==> src/rtl/hit_judge.sv <==
// hit_judge: four-lane rhythm-game judge. Each lane keeps a three-step note
// window, turns key rising edges into PERFECT/GOOD judgements, flags notes
// that age out as MISS, and the top accumulates score, combo and max combo.

// Per-lane note window and judgement; strobes are registered, the *_nxt
// copies feed the shared score/combo arithmetic in the same cycle.
module hit_lane (
  input  logic clk,
  input  logic rst_n,
  input  logic clr,
  input  logic beat,
  input  logic note,
  input  logic press,
  output logic perfect,
  output logic good,
  output logic miss,
  output logic perfect_nxt,
  output logic good_nxt,
  output logic miss_nxt
);
  logic [2:0] win, win_c, win_n;

  // Judge the pre-shift window, clear the consumed note, then shift on a beat.
  always_comb begin
    perfect_nxt = press & win[1];
    good_nxt    = press & ~win[1] & (win[2] | win[0]);
    win_c       = win;
    if (perfect_nxt)          win_c[1] = 1'b0;
    else if (good_nxt & win[2]) win_c[2] = 1'b0;
    else if (good_nxt)        win_c[0] = 1'b0;
    miss_nxt = beat & win_c[2];
    win_n    = beat ? {win_c[1:0], note} : win_c;
  end

  // Window and strobe registers; clr empties the lane outside a running song.
  always_ff @(posedge clk or negedge rst_n) begin
    if (!rst_n) begin
      win     <= '0;
      perfect <= 1'b0;
      good    <= 1'b0;
      miss    <= 1'b0;
    end else if (clr) begin
      win     <= '0;
      perfect <= 1'b0;
      good    <= 1'b0;
      miss    <= 1'b0;
    end else begin
      win     <= win_n;
      perfect <= perfect_nxt;
      good    <= good_nxt;
      miss    <= miss_nxt;
    end
  end
endmodule

module hit_judge #(
  parameter int PERFECT_PTS = 3,
  parameter int GOOD_PTS    = 1
) (
  input  logic        clk,
  input  logic        rst_n,
  input  logic        game_active,
  input  logic        beat_pulse,
  input  logic [3:0]  chart_data,
  input  logic [3:0]  key_press,
  output logic [3:0]  hit_perfect,
  output logic [3:0]  hit_good,
  output logic [3:0]  hit_miss,
  output logic [15:0] score,
  output logic [7:0]  combo,
  output logic [7:0]  max_combo
);
  localparam int NUM_LANES = 4;

  logic                 game_prev;
  logic [NUM_LANES-1:0] key_prev;
  logic                 start, run;
  logic [NUM_LANES-1:0] press_ev;
  logic [NUM_LANES-1:0] p_nxt, g_nxt, m_nxt;
  logic [2:0]           pc, gc;
  logic [18:0]          score_sum;
  logic [15:0]          score_n;
  logic [8:0]           combo_sum;
  logic [7:0]           combo_n;

  // Judging only runs from the second active cycle on; the start cycle clears.
  assign start    = game_active & ~game_prev;
  assign run      = game_active & game_prev;
  assign press_ev = key_press & ~key_prev & {NUM_LANES{run}};

  // Edge registers track inputs continuously so a key held across start
  // does not count as a press.
  always_ff @(posedge clk or negedge rst_n) begin
    if (!rst_n) begin
      game_prev <= 1'b0;
      key_prev  <= '0;
    end else begin
      game_prev <= game_active;
      key_prev  <= key_press;
    end
  end

  genvar l;
  generate
    for (l = 0; l < NUM_LANES; l++) begin : g_lane
      hit_lane u_lane (
        .clk         (clk),
        .rst_n       (rst_n),
        .clr         (~run),
        .beat        (beat_pulse & run),
        .note        (chart_data[l]),
        .press       (press_ev[l]),
        .perfect     (hit_perfect[l]),
        .good        (hit_good[l]),
        .miss        (hit_miss[l]),
        .perfect_nxt (p_nxt[l]),
        .good_nxt    (g_nxt[l]),
        .miss_nxt    (m_nxt[l])
      );
    end
  endgenerate

  // Hit counts and saturating next values for score and combo.
  always_comb begin
    pc = '0;
    gc = '0;
    for (int i = 0; i < NUM_LANES; i++) begin
      pc = pc + 3'(p_nxt[i]);
      gc = gc + 3'(g_nxt[i]);
    end
    score_sum = {3'b000, score} + 19'(PERFECT_PTS * pc) + 19'(GOOD_PTS * gc);
    score_n   = (score_sum > 19'd65535) ? 16'hFFFF : score_sum[15:0];
    combo_sum = {1'b0, combo} + 9'(pc) + 9'(gc);
    if (|m_nxt)                  combo_n = 8'd0;
    else if (combo_sum > 9'd255) combo_n = 8'd255;
    else                         combo_n = combo_sum[7:0];
  end

  // Score state: cleared at game start, held while the game is stopped.
  always_ff @(posedge clk or negedge rst_n) begin
    if (!rst_n) begin
      score     <= '0;
      combo     <= '0;
      max_combo <= '0;
    end else if (start) begin
      score     <= '0;
      combo     <= '0;
      max_combo <= '0;
    end else if (run) begin
      score     <= score_n;
      combo     <= combo_n;
      max_combo <= (combo_n > max_combo) ? combo_n : max_combo;
    end
  end
endmodule
==> config.mk <==
export PLATFORM = sky130hd
export DESIGN_NAME = hit_judge
export DESIGN_NICKNAME = d
export VERILOG_FILES = /design/src/rtl/hit_judge.sv
export SDC_FILE = /design/constraint.sdc
export NUM_CORES = 1
export LEC_CHECK = 0
export ABC_AREA = 0
export CORE_MARGIN = 8
export CORE_UTILIZATION = 33
export DETAILED_ROUTE_END_ITERATION = 16
export PLACE_DENSITY_LB_ADDON = 0.12
export SLEW_MARGIN = 20
export SYNTH_ARGS = -nofsm -noshare
export SYNTH_HDL_FRONTEND = slang
export SYNTH_HIERARCHICAL = 1
export SYNTH_SLANG_ARGS = --single-unit
==> constraint.sdc <==
create_clock -name clk -period 7.3 [get_ports clk]
set_input_delay 1.46 -clock clk [delete_from_list [all_inputs] [get_ports clk]]
set_output_delay 1.46 -clock clk [all_outputs]
set_load 0.02 [all_outputs]
# --- After elaboration in Yosys (flattened, before gate mapping) ---
# Cells that the tools add are included.
totals:
  ff_bits: 61
  latch_bits: 0
  mem_bits_rw: 0
  romBits: 0
  input_bits: 12
  out_inout_bits: 44
  wordCells: 128
  n_memories: 0
op_classes:
  n_addsub: 10
  n_mul: 1
  div: 0
  magnitude_cmp: 3
  n_eq_ne: 0
  shift: 0
  n_mux: 54
  bitwise: 35
  reduce_logical: 4
ops:
  columns: ["cell", "count"]
  rows:
  - ["$mux W8", 7]
  - ["$mux W16", 3]
  - ["$mux W1", 36]
  - ["$mux W3", 8]
  - ["$and A1 B1 Y1", 23]
  - ["$add A17 B3 Y18", 1]
  - ["$gt A18 B16 Y1 const B", 1]
  - ["$add A16 B5 Y17", 1]
  - ["$add A8 B3 Y9", 1]
  - ["$add A9 B3 Y9", 1]
  - ["$gt A9 B8 Y1 const B", 1]
  - ["$and A4 B4 Y4", 2]
  - ["$gt A8 B8 Y1", 1]
  - ["$add A2 B1 Y3", 2]
  - ["$add A3 B1 Y3", 2]
  - ["$mul A2 B3 Y5 const A", 1]
  - ["$not A1 Y1", 5]
  - ["$add A1 B1 Y2", 2]
  - ["$not A4 Y4", 1]
  - ["$or A1 B1 Y1", 4]
  - ["$reduce_bool A2 Y1", 2]
  - ["$reduce_or A4 Y1", 1]
  - ["$reduce_and A2 Y1", 1]

# --- Depth between registers and ports, before layout ---
depth:
  ltp_word: 16
  ltp_mapped: 28
  mapped_depth_nobuf: 24

# --- Hierarchy ---
# Netlist, hierarchy kept.
modules_own_cells:
  columns: ["mod", "n_inst", "cells_each", "area_each_um2", "seq_area_each_um2"]
  rows:
  - ["hit_judge", 1, 260, 2592.5, 925.9]
  - ["hit_lane", 4, 28, 291.5, 150.1]

# --- Least setup slack after synthesis ---
# No wires, ideal clock.
synth_path:
  path_type: "input to register"
  start: "input port game_active"
  end: "register max_combo[1]"
  setup_time_ps: 126
  t_arrival_ps: 7331
  required_ps: 7174
  path_slack_ps: -157
  stages: 23
  path_buffers: 3
  path_cell_list: "and2_1 -> clkbuf_1 -> inv_1 -> clkbuf_1 -> nor3b_1 -> and2_1 -> fa_1 -> ha_1 -> ha_1 -> fa_1 -> ha_1 -> fa_1 -> a21oi_1 -> nor2b_1 -> o21a_1 -> a21oi_1 -> ha_1 -> a211o_1 -> a21oi_2 -> nand3_2 -> and2_1 -> clkbuf_2 -> a311o_1"
synth_between:
  elab_chain_len: 14
  elab_cells_between_ends: 51
  cone_classes: "add/sub (8); order compare (2); mux (13); bitwise (24); reduce/logical (4)"
synth_rtl:
  columns: ["element", "line_no", "rtl"]
  rows:
  - ["start, declared", "62", "input logic game_active,"]
  - ["$and A1 B1 Y1 (*)", "88", "assign run = game_active & game_prev;"]
  - ["$and A4 B4 Y4 (*)", "89", "assign press_ev = key_press & ~key_prev & {NUM_LANES{run}};"]
  - ["named net press_ev[1]", "78", "logic [NUM_LANES-1:0] press_ev;"]
  - ["$and A1 B1 Y1 (*)", "25", "perfect_nxt = press & win[1];"]
  - ["named net p_nxt[1]", "79", "logic [NUM_LANES-1:0] p_nxt, g_nxt, m_nxt;"]
  - ["$add A1 B1 Y2", "128", "pc = pc + 3'(p_nxt[i]);"]
  - ["$add A2 B1 Y3", "128", null]
  - ["$add A3 B1 Y3", "128", null]
  - ["$add A8 B3 Y9", "133", "combo_sum = {1'b0, combo} + 9'(pc) + 9'(gc);"]
  - ["$add A9 B3 Y9", "133", null]
  - ["$gt A9 B8 Y1", "135", "else if (combo_sum > 9'd255) combo_n = 8'd255;"]
  - ["$mux W8", "135", null]
  - ["$mux W8 (*)", "134", "if (|m_nxt) combo_n = 8'd0;"]
  - ["$gt A8 B8 Y1 / $mux W8 (equally long branches)", "152", "max_combo <= (combo_n > max_combo) ? combo_n : max_combo;"]
  - ["$reduce_bool A2 Y1 (no source line) / $mux W8 (equally long branches)", null, null]
  - ["$reduce_and A2 Y1 (no source line) / $mux W8 (equally long branches)", null, null]
  - ["end signal, assigned", "152", null]
  - ["end, declared", "71", "output logic [7:0] max_combo"]
# The timed path passes the listed nets; every way through them passes the cells marked *. The select of a mux whose other input is x is not followed.
# A chain may end at the register's enable or synchronous reset.

# --- Worst setup path after layout ---
layout_path:
  start: "input port game_active"
  end: "register max_combo[1]"
layout_between:
  elab_chain_len: 14
  elab_cells_between_ends: 51
  cone_classes: "add/sub (8); order compare (2); mux (13); bitwise (24); reduce/logical (4)"
layout_rtl:
  columns: ["element", "line_no", "rtl"]
  rows:
  - ["$and A1 B1 Y1 (*)", "88", null]
  - ["$and A4 B4 Y4 (*)", "89", null]
  - ["named net press_ev[1]", "78", null]
  - ["$and A1 B1 Y1 (*) (2 in a row)", "26", "good_nxt = press & ~win[1] & (win[2] | win[0]);"]
  - ["named net g_nxt[1]", "79", null]
  - ["$add A1 B1 Y2", "129", "gc = gc + 3'(g_nxt[i]);"]
  - ["$add A2 B1 Y3", "129", null]
  - ["$add A3 B1 Y3", "129", null]
  - ["$add A9 B3 Y9", "133", null]
  - ["$gt A9 B8 Y1", "135", null]
  - ["$mux W8", "135", null]
  - ["$mux W8 (*)", "134", null]
  - ["$gt A8 B8 Y1 / $mux W8 (equally long branches)", "152", null]
  - ["$reduce_bool A2 Y1 (no source line) / $mux W8 (equally long branches)", null, null]
  - ["$reduce_and A2 Y1 (no source line) / $mux W8 (equally long branches)", null, null]
# Marks and branches as above.

==> flow_summary.json <==
{
  "status": "finished, final reports clean",
  "p_leak_nw": 2.17,
  "multi_input_area_um2": 2070,
  "slowest_stage": "clkdlybuf4s50_1",
  "worstPathMaxFanout": 7,
  "hpwl_um": 7090,
  "final_cells": 587,
  "p_switching_mw": 0.218,
  "ys_ff_latch": 61,
  "gp_congestion": 0.842,
  "cts.sinks": 61,
  "port_buffers": 55,
  "dp_slack_ps": -27.4,
  "synth.area.top_cells": "dfrtp_1 (41%), ha_1 (9.3%), fa_1 (5.3%)",
  "rsz0062_at_grt": "no",
  "numCtsBuffers": 9,
  "power_density_nw_per_um2": 177,
  "synth_top_area_share": 0.406,
  "clk_path_buf_depth": 2,
  "synth-async-reset-ratio": 1.00,
  "swShare": 0.257,
  "path_delay_family": "adder cells",
  "dieArea_um2": 15100,
  "min_period_over_period": 0.960,
  "whs_ps": 519,
  "die_w_um": 123,
  "drt_first_pass_iters": 4,
  "drcViolationCount": 0,
  "fin_nets": 491,
  "ctsHoldBuffers": 0,
  "insertion_delay_ps": 330,
  "finClkSkew_ps": 5.01,
  "startpoint_type": "input pin",
  "setup_ws_ps": 291,
  "grt_pass1_vias": 3172,
  "comb_power_share": 0.131,
  "yosys_warnings": 6,
  "hold_violations": 0,
  "regArea_um2": 1530,
  "dieHeight_um": 123,
  "arrival_ps": 7220,
  "fin_crit_ps": 7010,
  "dp_cells": 573,
  "cts_tree": "done",
  "synth.avg_cell_area_um2": 10.1,
  "drv_cap": 0,
  "ant_nets": 0,
  "crit_top_cell": "ha_1",
  "fmaxAchievable_ghz": 0.143,
  "slew_viol_final": 0,
  "peakVddDrop_mv": 0.131,
  "vias": 2962,
  "routedWlPerCell_um": 16.2,
  "row_count": 39,
  "synth_edf_count": 0,
  "intPower_mw": 0.633,
  "hp-class": "flip-flop to flip-flop",
  "syn_nets": 422,
  "grt_use_total": 0.138,
  "path_cells": "clkdlybuf4s50_1, and2_1, inv_1, nor3b_1, nand2b_2, nor2_1, inv_1, fa_1, inv_1, ha_1, ha_1, fa_1, ha_1, fa_1, a21oi_1, nor2b_1, o21a_1, a21oi_1, ha_1, a211o_1, a21oi_2, nand3_2, and2_1, a311o_1",
  "grt.overflow.total": 0,
  "coreArea_um2": 11300,
  "start_util": 0.333,
  "synth_ff_type": "dfrtp_1",
  "grt_pass1_wl_um": 16200,
  "seq_power_share": 0.416,
  "power_frac_clock": 0.452,
  "antennaDiodeCount": 0,
  "ys_types": 55,
  "seq_area_frac_synth": 0.406,
  "crit_type": "input pin to flip-flop",
  "yosys.area.top_type": "dfrtp_1",
  "area_delta_synth_final_pct": 28.1,
  "max_slew_margin": 0.460,
  "cp-end-kind": "flip-flop",
  "cts.reportedPaths.clkPinSlew_ps": 50,
  "critical_path_buf_inv_count": 4,
  "syn_inst": 372,
  "setup_viol": 0,
  "htreeDepth": 3,
  "grt_start_max_net_pins": 62,
  "antenna_found_initial": 0,
  "totalWireLength_um": 9500,
  "drive_gt1_frac": 0.122,
  "via_per_inst": 5.05,
  "syn-cell-area_um2": 3760,
  "ios": 56,
  "cp.required_ps": 7510,
  "cpPeakStageDelay_ps": 510,
  "fillCellCount": 1089,
  "ctsRootBufferMaster": "clkbuf_16",
  "worst_slew_pin_slew_ps": 810,
  "drt-initial-drc-count": 183
}
[power by group through the flow]
stage,Sequential (mW),Combinational [mW],Clock [mW]
after detailed placement,0.360,0.113,0
after global placement,0.360,0.112,0
after CTS,0.354,0.113,0.401
final,0.354,0.112,0.385
after global routing,0.355,0.126,0.413
after floorplan,0.366,0.0613,0
[area by class of cell]
type / instances / area share
multi-input combinational: 269 / 0.430
sequential: 61 / 0.317
timing repair buffer: 70 / 0.137
clock buffer: 12 / 0.0533
tap: 143 / 0.0372
inverter: 30 / 0.0234
clock inverter: 2 / 0.00208
[state kept, by name, summed over array words and instances, names as in the netlist]
name / flops
score: 16
g_lane.u_lane/win: 12
combo: 8
max_combo: 8
g_lane.u_lane/good: 4
g_lane.u_lane/miss: 4
g_lane.u_lane/perfect: 4
key_prev: 4
game_prev: 1
[cell families (layout without fill, tap and decap cells)]
family	count (synthesis)	count (layout)	share of synthesized area
AND/OR/NAND/NOR	132	132	0.212
AO/OA/AOI/OAI	91	91	0.171
flip-flops	61	61	0.406
buffers and inverters	42	114	0.0439
adder cells (fa/ha/maj)	38	38	0.146
multiplexers	5	5	0.0133
XOR/XNOR	3	3	0.00699
[worst reg2reg max path, delay by kind of cell (launching register included)]
kind	cells	cell delay (ps)
AO/OA/AOI/OAI	6	1340
adder cells (fa/ha/maj)	7	2370
AND/OR/NAND/NOR	7	1330
flip-flops	1	320
buffers and inverters	4	460
[per-layer routing]
metal | wire length [µm] | vias to the layer above | track usage
met1 | 4410 | 1440 | 0.173
li1 | - | 1469 | -
met5 | 0 | - | 0
met4 | 133 | 0 | 0.0427
met3 | 510 | 11 | 0.0501
met2 | 4450 | 42 | 0.218
[synth_stat cells (all sizes together), types with 5 or more instances]
cell type	count
o2bb2ai	6
buf	5
nand4	5
o21ai	8
nor3b	5
nand2b	12
and3	8
nor3	19
clkbuf	7
and2	8
dfrtp	61
inv	30
nor2	31
nand2	11
a21oi	33
a22o	6
nand3	7
a211oi	6
a21o	5
ha	28
nor2b	15
mux2i	5
fa	10
[repair_timing]
| item | CTS | global route |
|---|---|---|
| endpoints found under the hold margin | 0 | 0 |
| endpoints found under the setup margin | 0 | 1 |
| buffers inserted | 0 | 0 |
| resized for setup | 0 | 1 |
[metrics by stage]
step	total power, mW	setup TNS (ps)	area, µm²	utilization
after floorplan	0.428	0	3760	-
after global placement	0.472	0	4540	0.403
after detailed placement	0.473	-27.4	4540	0.403
after CTS	0.868	0	4810	0.427
after global routing	0.895	0	4810	0.427
final	0.852	0	4810	0.427
[final timing paths]
check                                   from      endpoint  slack [ps]  depth (start not counted)
worst max-delay path             game_active  max_combo[1]         290                         24
worst min-delay path            max_combo[6]  max_combo[6]         520                          1
worst max register to register     game_prev  max_combo[1]        1360                         24
worst min register to register  max_combo[6]  max_combo[6]         520                          1
max in group asynchronous              rst_n      combo[5]        5460                          2
min in group asynchronous              rst_n      score[1]        1310                          2
[cell usage in the layout, fill, tap and decap left out, types with 3 or more instances in the layout]
cell type        Yosys  layout
a211oi_1             5       5
a21o_1               5       5
a21oi_1             30      30
a21oi_2              3       3
a22o_1               6       6
a311oi_1             4       4
a31oi_1              3       3
a32o_1               4       4
and2_1               8       8
and2b_1              4       4
and3_1               4       4
and3_4               4       4
and3b_1              3       3
buf_4                0      15
clkbuf_16            0       9
clkdlybuf4s50_1      0      54
dfrtp_1             61      61
fa_1                10      10
ha_1                28      28
inv_1               30      30
mux2i_1              5       5
nand2_1             10      10
nand2b_1             8       8
nand2b_2             4       4
nand3_1              6       6
nand4_1              5       5
nor2_1              31      31
nor2b_1              6       6
nor2b_2              5       5
nor2b_4              4       4
nor3_1              19      19
nor3b_1              5       4
o21a_1               3       3
o21ai_0              4       4
o21ai_1              4       4
o2bb2ai_1            6       6
Note: power is estimated with default switching activity, not from simulation.
